[src/rtl/pcs_tx_ordered_set.sv]
// 1000BASE-X PCS transmit ordered-set generator: turns GMII TXD/TX_EN/TX_ER into /I/, /S/, data, /T/, /R/ octets for the 8B/10B encoder.
// Optional build macro PCS_TX_ERR_PROP_EN: replaces TX_ER-flagged data octets with /V/ (K30.7).
module pcs_tx_ordered_set (
  input  logic       GTX_CLK,
  input  logic       mr_main_reset,
  input  logic [7:0] TXD,
  input  logic       TX_EN,
  input  logic       TX_ER,
  output logic [7:0] tx_o_set,
  output logic       tx_is_k,
  output logic       tx_even,
  output logic       transmitting
);

  localparam logic [2:0] IDLE_K = 3'd0;
  localparam logic [2:0] IDLE_D = 3'd1;
  localparam logic [2:0] START  = 3'd2;
  localparam logic [2:0] DATA   = 3'd3;
  localparam logic [2:0] END_T  = 3'd4;
  localparam logic [2:0] END_R1 = 3'd5;
  localparam logic [2:0] END_R2 = 3'd6;

  localparam logic [7:0] OS_K28_5 = 8'hBC;
  localparam logic [7:0] OS_D16_2 = 8'h50;
  localparam logic [7:0] OS_S     = 8'hFB;
  localparam logic [7:0] OS_T     = 8'hFD;
  localparam logic [7:0] OS_R     = 8'hF7;
  localparam logic [7:0] OS_V     = 8'hFE;

  logic [2:0] state_r;
  logic [2:0] state_nxt_s;
  logic [7:0] o_set_r;
  logic [7:0] o_set_nxt_s;
  logic       is_k_r;
  logic       is_k_nxt_s;
  logic       even_r;
  logic       xmit_r;
  logic       xmit_nxt_s;
  logic [7:0] data_s;
  logic       data_k_s;

  // Data slot contents: raw octet, or /V/ when error propagation is built in
`ifdef PCS_TX_ERR_PROP_EN
  always_comb begin
    if (TX_ER) begin
      data_s   = OS_V;
      data_k_s = 1'b1;
    end else begin
      data_s   = TXD;
      data_k_s = 1'b0;
    end
  end
`else
  always_comb begin
    data_s   = TXD;
    data_k_s = 1'b0;
  end
`endif

  // Next-state decode; /S/ only reachable from IDLE_D so it always lands even
  always_comb begin
    state_nxt_s = state_r;
    case (state_r)
      IDLE_K: state_nxt_s = IDLE_D;
      IDLE_D: begin
        if (TX_EN) state_nxt_s = START;
        else       state_nxt_s = IDLE_K;
      end
      START: begin
        if (TX_EN) state_nxt_s = DATA;
        else       state_nxt_s = END_T;
      end
      DATA: begin
        if (TX_EN) state_nxt_s = DATA;
        else       state_nxt_s = END_T;
      end
      END_T: state_nxt_s = END_R1;
      END_R1: begin
        if (even_r) state_nxt_s = END_R2;
        else        state_nxt_s = IDLE_K;
      end
      END_R2:  state_nxt_s = IDLE_K;
      default: state_nxt_s = IDLE_K;
    endcase
  end

  // Output octet for the state being entered, so outputs flop alongside state
  always_comb begin
    o_set_nxt_s = OS_K28_5;
    is_k_nxt_s  = 1'b1;
    xmit_nxt_s  = 1'b0;
    case (state_nxt_s)
      IDLE_K: begin
        o_set_nxt_s = OS_K28_5;
        is_k_nxt_s  = 1'b1;
      end
      IDLE_D: begin
        o_set_nxt_s = OS_D16_2;
        is_k_nxt_s  = 1'b0;
      end
      START: begin
        o_set_nxt_s = OS_S;
        is_k_nxt_s  = 1'b1;
        xmit_nxt_s  = 1'b1;
      end
      DATA: begin
        o_set_nxt_s = data_s;
        is_k_nxt_s  = data_k_s;
        xmit_nxt_s  = 1'b1;
      end
      END_T: begin
        o_set_nxt_s = OS_T;
        is_k_nxt_s  = 1'b1;
        xmit_nxt_s  = 1'b1;
      end
      END_R1, END_R2: begin
        o_set_nxt_s = OS_R;
        is_k_nxt_s  = 1'b1;
        xmit_nxt_s  = 1'b1;
      end
      default: begin
        o_set_nxt_s = OS_K28_5;
        is_k_nxt_s  = 1'b1;
        xmit_nxt_s  = 1'b0;
      end
    endcase
  end

  // State and output registers; reset forces IDLE_K on an even position
  always_ff @(posedge GTX_CLK or negedge mr_main_reset) begin
    if (!mr_main_reset) begin
      state_r <= IDLE_K;
      o_set_r <= OS_K28_5;
      is_k_r  <= 1'b1;
      even_r  <= 1'b1;
      xmit_r  <= 1'b0;
    end else begin
      state_r <= state_nxt_s;
      o_set_r <= o_set_nxt_s;
      is_k_r  <= is_k_nxt_s;
      even_r  <= ~even_r;
      xmit_r  <= xmit_nxt_s;
    end
  end

  assign tx_o_set     = o_set_r;
  assign tx_is_k      = is_k_r;
  assign tx_even      = even_r;
  assign transmitting = xmit_r;

endmodule

[config.mk]
export PLATFORM = sky130hd
export DESIGN_NAME = pcs_tx_ordered_set
export DESIGN_NICKNAME = d
export VERILOG_FILES = /design/src/rtl/pcs_tx_ordered_set.sv
export SDC_FILE = /design/constraint.sdc
export NUM_CORES = 1
export LEC_CHECK = 0
export BUFFER_PORTS_ARGS = -buffer_cell sky130_fd_sc_hd__buf_2
export CAP_MARGIN = 20
export CORE_AREA = 2 2 39 41
export DETAILED_ROUTE_END_ITERATION = 8
export DIE_AREA = 0 0 41 43
export GPL_ROUTABILITY_DRIVEN = 1
export PLACE_DENSITY = 0.73
export SYNTH_ARGS = -nofsm -noshare
export SYNTH_HDL_FRONTEND = slang
export SYNTH_SLANG_ARGS = --single-unit
export TNS_END_PERCENT = 5
[constraint.sdc]
create_clock -name GTX_CLK -period 3.1 [get_ports GTX_CLK]
set_input_delay 0.62 -clock GTX_CLK [delete_from_list [all_inputs] [get_ports GTX_CLK]]
set_output_delay 0.62 -clock GTX_CLK [all_outputs]
set_load 0.005 [all_outputs]
==> results of run 1 <==
[where the power goes]
part / switching [W] / internal, W / leakage (nW) / total (W)
logic: 0.000108 / 0.000111 / 0.176 / 0.000219
clock network: 0.0000522 / 0.0000498 / 0.0150 / 0.000102
registers: 0.0000598 / 0.000280 / 0.159 / 0.000340
total: 0.000220 / 0.000441 / 0.349 / 0.000661
[cell type report]
type                    count  area (um2)  area share [%]
flip-flops and latches     14         359            50.0
multi-input cells          36         196            27.4
repair buffers             21         105            14.6
clock buffers               4        26.3            3.66
well taps                  16        20.0            2.79
inverters                   3        11.3            1.57
[per-layer routing]
metal | global-route usage, % | vias up | part of all wire, %
met4 | 10.0 | 0 | 0.95
met5 | 0 | - | 0
met1 | 17.2 | 224 | 43
met3 | 3.66 | 2 | 8.5
met2 | 21.3 | 19 | 47
li1 | - | 232 | -
[flip-flops by register name, summed over array words and instances (netlist names)]
name          cells
tx_o_set          8
state_r           3
transmitting      1
tx_even           1
tx_is_k           1
[cell families after synthesis]
kind of cell | after synthesis | share of synthesized area [%]
DFF | 14 | 61.2
and+or+nand+nor | 18 | 15.4
AOI/OAI and AO/OA | 18 | 18.1
buffers and inverters | 6 | 5.33
[through the flow]
step | worst slack [ns] | hold WS [ns]
floorplan | 1.96 | 0.324
global placement | 1.79 | 0.463
detailed placement | 1.79 | 0.470
CTS | 1.54 | 0.227
global route | 1.51 | 0.227
finish | 1.55 | 0.226
[synthesized netlist by cell type, drive strengths merged]
master / n
a211o: 2
nand2: 6
a21o: 1
or3: 1
nand2b: 3
nor2b: 1
o311a: 1
a21oi: 4
nand3b: 1
and2: 1
nand3: 1
inv: 3
dfstp: 7
o21ai: 9
o22ai: 1
buf: 3
nor2: 4
dfrtp: 7
[how the worst max path moves through the flow]
stage,from,endpoint,depth (start not counted)
final,tx_even$_DFF_PN1_,tx_even,1
after floorplan,tx_even$_DFF_PN1_,tx_even,0
after CTS,tx_even$_DFF_PN1_,tx_even,1
after detailed placement,TX_EN,tx_o_set[4]$_DFF_PN1_,3
after global routing,tx_even$_DFF_PN1_,tx_even,1
after global placement,TX_EN,tx_o_set[0]$_DFF_PN0_,4
==> qor.yml, run 1 <==
run_status:
  status: "completed"
synthesis:
  syn-cell-area_um2: 587
  syn_inst: 56
  avgSynthCellArea_um2: 10.5
  ys_seq_area_share_pct: 61.2
  ys_ff_latch: 14
  yosysTopAreaCellShare_pct: 31.3
  yosys.area.top_type: "dfstp_2"
  mappedNetlistNets: 68
  synth.distinct_cells: 22
  yosysWarnings: 0
  synthTopCellsByArea: "dfstp_2 31%, dfrtp_1 30%, o21ai_1 6.8%, a21oi_1 3.4%, nand2_1 3.2%"
timing:
  max_slew_margin_pct: 72.0
  rsz0062_at_grt: "no"
  period_share_pct: 49.9
  totalNegativeSetupSlack_ns: 0
  worstMarginPinSlew_ns: 0.420
  setup_viol: 0
  layout_min_cycle_time_ns: 1.55
  max_freq_ghz: 0.647
  fin_skew_ns: 0.00427
  slew_viol_final: 0
  finalHoldViolCount: 0
worst_setup_path:
  worstSetupPathType: "reg -> out"
  ff2ff_path_depth: 2
  cp.required_ns: 2.48
  crit_fanout: 4
  crit_path_max_incr_delay_ns: 0.55
  worstSetupStartpointType: "flop"
  cp_slowest_cell: "dfstp_2"
  crit_family: "flip-flops"
  rrSetupSlack_ns: 1.89
  r2r_start: "state_r[1]$_DFF_PN0_"
  endpoint_kind: "output pin"
  rr_endpoint: "tx_o_set[6]$_DFF_PN0_"
  critical_path_arrival_ns: 0.93
  path_cells: "buf_2"
  critPathBufInv: 1
placed_design:
  dp_hpwl_um: 779
  port_buffers: 21
  placedCellCount: 90
  post_dp_cell_area_um2: 692
  place.gp.congestion: 0.765
floorplan:
  die_w_um: 41
  core_area_um2: 1380
  rows: 14
  die_h_um: 43
  die_area_um2: 1760
  io_pins: 23
  start_util_pct: 42.4
detailed_routing:
  dr.pass1.iters: 4
  drc: 0
  vias_per_cell: 5.07
  drtAntennaViolNets: 0
  wl_per_cell_um: 11.2
  vias: 477
  drt_wl_total_um: 1060
  drtIter0Drc: 9
finish:
  layout-drive-gt1-share_pct: 43.6
  nNetsFinal: 91
  fillers: 139
  n_antenna_cell: 0
  fin_util_pct: 51.9
  fin_cells: 94
  finalInstanceArea_um2: 718
  final_common_cell: "buf_2"
  syn2layout_area_growth_pct: 22.4
  final_cell_mix: "21 x buf_2, 8 x o21ai_1, 7 x dfrtp_1, 7 x dfstp_2, 5 x nand2_1"
cts:
  cts_buffers: 3
  h-tree-depth: 1
  cts_tree: "yes"
  clk_latency_ns: 0.27
  root_buffer: "clkbuf_4"
  cts_hold_repair.buffers: 0
  cts_buffer_depth: 2
  cts_setup_buffers: 0
  cts_resized: 0
  clock_sinks: 14
  path_clk_slew_ns: 0.08
grt:
  grt_pass1_wl_um: 1670
  first_global_vias: 423
  grt_overflow: 0
  antenna_found_initial: 0
  grt_start_max_net_pins: 16
  grt.total_usage_pct: 14.4
run:
  maxCapViolCount: 0
pwr:
  power.total_w: 0.000661
  ir_drop_v: 0.000327
  power_density_nw_per_um2: 921
  p_leak_nw: 0.349
min_path:
  hold_class: "in -> async"
(Power assumes the default switching activity.)
==> inputs of run 2 (changes only) <==
--- a/config.mk
+++ b/config.mk
@@ -7,11 +7,11 @@
 export LEC_CHECK = 0
 export BUFFER_PORTS_ARGS = -buffer_cell sky130_fd_sc_hd__buf_2
 export CAP_MARGIN = 20
-export CORE_AREA = 2 2 39 41
+export CORE_MARGIN = 2
+export CORE_UTILIZATION = 45
 export DETAILED_ROUTE_END_ITERATION = 8
-export DIE_AREA = 0 0 41 43
 export GPL_ROUTABILITY_DRIVEN = 1
-export PLACE_DENSITY = 0.73
+export PLACE_DENSITY = 0.75
 export SYNTH_ARGS = -nofsm -noshare
 export SYNTH_HDL_FRONTEND = slang
 export SYNTH_SLANG_ARGS = --single-unit
==> constraint.sdc (replaced) <==
create_clock -name GTX_CLK -period 1.6 [get_ports GTX_CLK]
set_input_delay 0.32 -clock GTX_CLK [delete_from_list [all_inputs] [get_ports GTX_CLK]]
set_output_delay 0.32 -clock GTX_CLK [all_outputs]
set_load 0.005 [all_outputs]
==> run 2 against run 1 <==
First-iteration DRC count is 44% lower. Cell count stayed put. Non-clock buffer count is 1 higher. Sequential power is 93% higher. Global-route usage is 1.9 points higher. Hold slack better by 0.011 ns. Combinational power is 95% higher. Setup slack worse by 1.2 ns. Clock-buffer cell count stayed put. Utilization is 6.9 points higher. Largest cell class unchanged. Cell area is 2.6% higher. Clock skew is 0.00054 ns higher.
==> qor.yml, run 2 (same netlist as run 1, synthesis figures left out) <==
pwr:
  power_density_nw_per_um2: 1800
  ir_drop_v: 0.000696
  p_leak_nw: 0.360
  power.total_w: 0.00133
grt:
  grt_overflow: 0
  grt_start_max_net_pins: 16
  grt.total_usage_pct: 16.3
  met3_usage_pct: 5.00
  first_global_vias: 417
  gr-usage-met2_pct: 25.8
  busiest_layer: "met2"
  grt_pass1_wl_um: 1660
  antenna_found_initial: 0
  use_met1_pct: 18.9
run:
  maxCapViolCount: 0
worst_setup_path:
  crit_cells: 1
  cp.required_ns: 1.28
  crit_fanout: 4
  worstSetupPathType: "reg -> out"
  cp_slowest_cell: "dfstp_2"
  worstSetupStartpointType: "flop"
  crit_family: "flip-flops"
  path_cells: "buf_2"
  critical_path_arrival_ns: 0.94
  critPathBufInv: 1
  ff2ff_path_depth: 2
  endpoint_kind: "output pin"
  crit_path_max_incr_delay_ns: 0.56
placed_design:
  dp_hpwl_um: 758
  port_buffers: 21
  place.gp.congestion: 0.745
  post-place-ws_ns: 0.400
  post_dp_cell_area_um2: 691
timing:
  setup_viol: 0
  period_share_pct: 79.0
  fin_skew_ns: 0.00481
  rsz0062_at_grt: "no"
  finalWorstSetupSlack_ns: 0.335
  max_slew_margin_pct: 71.2
  slew_viol_final: 0
  max_freq_ghz: 0.791
  finalHoldViolCount: 0
  layout_min_cycle_time_ns: 1.26
  totalNegativeSetupSlack_ns: 0
  worstMarginPinSlew_ns: 0.432
cts:
  cts_hold_repair.buffers: 1
  cts_buffer_depth: 2
  root_buffer: "clkbuf_4"
  cts_tree: "yes"
  cts_resized: 0
  clock_sinks: 14
  clk_latency_ns: 0.27
  path_clk_slew_ns: 0.08
  cts_setup_buffers: 0
  cts_buffers: 3
  h-tree-depth: 1
floorplan:
  die_w_um: 40.1
  core_area_um2: 1250
  die_h_um: 40.1
  rows: 13
  die_area_um2: 1610
  io_pins: 23
  start_util_pct: 46.9
run_status:
  status: "completed"
detailed_routing:
  vias: 464
  drc: 0
  drtAntennaViolNets: 0
  vias_per_cell: 4.94
  dr.pass1.iters: 4
  drt_wl_total_um: 1030
  wl_per_cell_um: 10.9
  drtIter0Drc: 5
min_path:
  hold_class: "in -> reg"
  hold_depth: 2
finish:
  layout-drive-gt1-share_pct: 44.3
  fillers: 103
  final_common_cell: "buf_2"
  seq_area_um2: 359
  nNetsFinal: 92
  n_antenna_cell: 0
  multiInputGateArea_um2: 196
  finalInstanceArea_um2: 737
  final_cell_mix: "21 x buf_2, 8 x o21ai_1, 7 x dfrtp_1, 7 x dfstp_2, 5 x nand2_1"
  fin_util_pct: 58.8
  syn2layout_area_growth_pct: 25.6
  largest_reg_flops: 8
==> run 2: cell count changes in the layout (fill, tap and decap cells not counted), sizes merged <==
cell and delta:
dlygate4sd3 +1
==> run 2: area by class of cell <==
class / instances / share of cell area [%]
clock buffers: 4 / 4.92
inverters: 3 / 1.53
multi-input cells: 36 / 26.7
flip-flops and latches: 14 / 48.7
well taps: 15 / 2.55
repair buffers: 22 / 15.6
==> run 2: per-stage QoR <==
stage	hold slack, ns	cells
6_report	0.238	94
5_1_grt	0.235	94
4_1_cts	0.237	94
3_5_place_dp	0.224	89
3_3_place_gp	0.220	89
2_1_floorplan	0.0244	56
==> run 2: power breakdown <==
part / switching (W) / leakage [nW] / internal, W
combinational: 0.000209 / 0.180 / 0.000217
sequential: 0.000115 / 0.159 / 0.000543
clock: 0.000108 / 0.0210 / 0.000138
==> run 2: worst paths after layout <==
check | from | to | slack [ns]
setup / recovery | tx_even$_DFF_PN1_ | tx_even | 0.34
hold / removal | TXD[4] | tx_o_set[4]$_DFF_PN1_ | 0.24
setup reg to reg | state_r[1]$_DFF_PN0_ | tx_o_set[6]$_DFF_PN0_ | 0.39
hold reg to reg | tx_even$_DFF_PN1_ | tx_even$_DFF_PN1_ | 0.48
max in group asynchronous | mr_main_reset | tx_o_set[4]$_DFF_PN1_ | 0.87
min in group asynchronous | mr_main_reset | tx_o_set[6]$_DFF_PN0_ | 0.45
==> run 2: metal layers <==
metal | up-vias | part of all wire [%]
met1 | 206 | 45
li1 | 235 | -
met3 | 2 | 7.5
met2 | 21 | 46
met4 | 0 | 1.5
met5 | - | 0
==> inputs of run 3 (changes only) <==
==> constraint.sdc (replaced) <==
create_clock -name GTX_CLK -period 1.3 [get_ports GTX_CLK]
set_input_delay 0.26 -clock GTX_CLK [delete_from_list [all_inputs] [get_ports GTX_CLK]]
set_output_delay 0.26 -clock GTX_CLK [all_outputs]
set_load 0.005 [all_outputs]
==> run 3 against run 2 <==
Global-route usage increased by 1.0 points. Non-clock buffer count rose by 2. Register-to-register slack lost 0.22 ns. Largest cell class unchanged. Clock skew is 0.0042 ns lower. Cell count grew 2.1%. Sequential cell count unchanged. Critical path type unchanged. Via count is 6.9% higher. Cell area increased by 2.0%. First-iteration DRC count grew 20%.
==> qor.yml, run 3 (same netlist as run 1, synthesis figures left out) <==
run_status:
  status: "completed"
detailed_routing:
  drt_wl_total_um: 1130
  wl_per_cell_um: 11.8
  drc: 0
  vias: 496
  wl_met1_um: 470
  dr.max_layer_used: "met3"
  drtIter0Drc: 6
  met2_wirelength_um: 593
  vias_per_cell: 5.17
  met3_length_um: 64
  drtAntennaViolNets: 0
  dr.pass1.iters: 4
worst_setup_path:
  critPathBufInv: 1
  worstSetupStartpointType: "flop"
  worstSetupPathType: "reg -> out"
  crit_path_max_incr_delay_ns: 0.56
  critical_path_arrival_ns: 0.94
  crit_family: "flip-flops"
  path_cells: "buf_2"
  crit_fanout: 4
  cp.required_ns: 1.04
  cp_slowest_cell: "dfstp_2"
  endpoint_kind: "output pin"
timing:
  layout_min_cycle_time_ns: 1.20
  setup_viol: 0
  max_freq_ghz: 0.833
  finalWorstSetupSlack_ns: 0.0999
  totalNegativeSetupSlack_ns: 0
  fin_skew_ns: 0.000640
  worstMarginPinSlew_ns: 0.305
  period_share_pct: 92.3
  rsz0062_at_grt: "no"
  finalHoldViolCount: 0
  slew_viol_final: 0
  max_slew_margin_pct: 79.6
cts:
  cts_resized: 0
  cts_setup_buffers: 0
  cts_buffers: 3
  path_clk_slew_ns: 0.08
  clock_sinks: 14
  cts_tree: "yes"
  h-tree-depth: 1
  cts_buffer_depth: 2
  root_buffer: "clkbuf_4"
  clk_latency_ns: 0.27
floorplan:
  die_w_um: 40.1
  core_area_um2: 1250
  die_area_um2: 1610
  rows: 13
  io_pins: 23
  start_util_pct: 46.9
  die_h_um: 40.1
grt:
  grt.total_usage_pct: 17.3
  grt_overflow: 0
  antenna_found_initial: 0
  grt_pass1_wl_um: 1750
  first_global_vias: 419
  grt_start_max_net_pins: 15
min_path:
  hold_class: "in -> reg"
finish:
  nNetsFinal: 94
  layout-drive-gt1-share_pct: 45.7
  final_common_cell: "buf_2"
  n_antenna_cell: 0
  largest_reg_flops: 8
  syn2layout_area_growth_pct: 28.1
  final_cell_mix: "21 x buf_2, 8 x o21ai_1, 7 x dfrtp_1, 7 x dfstp_2, 5 x nand2_1"
  fillers: 118
pwr:
  ir_drop_v: 0.00104
  power_density_nw_per_um2: 2250
  p_leak_nw: 0.370
  power.total_w: 0.00169
placed_design:
  port_buffers: 21
  post-place-ws_ns: 0.200
  place.gp.congestion: 0.754
  dp_hpwl_um: 844
run:
  maxCapViolCount: 0
## run 3: cell types whose count changed in the layout (fill, tap and decap cells not counted)
cell / delta
buf_4: +2
## run 3: cell type report
cell class	count	area [um2]	area share, %
inverter	3	11.3	1.50
timing repair buffer	24	130	17.3
multi-input combinational	36	196	26.1
sequential	14	359	47.8
clock buffer	4	36.3	4.83
tap	15	18.8	2.50
## run 3: metrics by stage
stage               util (%)  hold WS [ns]  instance area, um2  cells
global route            60.0         0.174                 752     96
CTS                     60.0         0.182                 752     96
global placement        56.3         0.159                 706     91
finish                  60.0         0.179                 752     96
floorplan                  -       -0.0356                 587     56
detailed placement      56.3         0.165                 706     91
## run 3: path summary, 6_finish.rpt
path                                 startpoint                      to  slack [ns]  cells after the start
min in group asynchronous         mr_main_reset   tx_o_set[0]$_DFF_PN0_        0.40                      2
min reg2reg                   tx_even$_DFF_PN1_       tx_even$_DFF_PN1_        0.49                      1
max reg2reg                state_r[2]$_DFF_PN0_  transmitting$_DFF_PN0_        0.17                      3
max                           tx_even$_DFF_PN1_                 tx_even         0.1                      1
max in group asynchronous         mr_main_reset   tx_o_set[5]$_DFF_PN1_        0.61                      2
min                                      TXD[4]   tx_o_set[4]$_DFF_PN1_        0.18                      2
## run 3: repair_timing
item                                    in CTS  in global routing
endpoints found under the setup margin       0                  0
hold buffers                                 1                  0
endpoints found under the hold margin        7                  0
## run 3: power by group
| group | switching [W] | leakage (nW) | total, W | internal [W] |
|---|---|---|---|---|
| sequential | 0.000129 | 0.159 | 0.000797 | 0.000669 |
| clock | 0.000134 | 0.0210 | 0.000303 | 0.000170 |
| combinational | 0.000294 | 0.190 | 0.000588 | 0.000294 |
| total | 0.000556 | 0.370 | 0.00169 | 0.00113 |
## run 3: worst register-to-register path, stage by stage (launching register included)
cell and delay (ns):
dfrtp_1 0.52, inv_2 0.13, a211o_1 0.33, o21ai_1 0.08
## run 3: per-layer routing
layer | global-route usage, % | vias to the layer above
met4 | 7.76 | 0
met1 | 19.1 | 237
li1 | - | 242
met2 | 30.2 | 17
met5 | 0 | -
met3 | 5.00 | 0
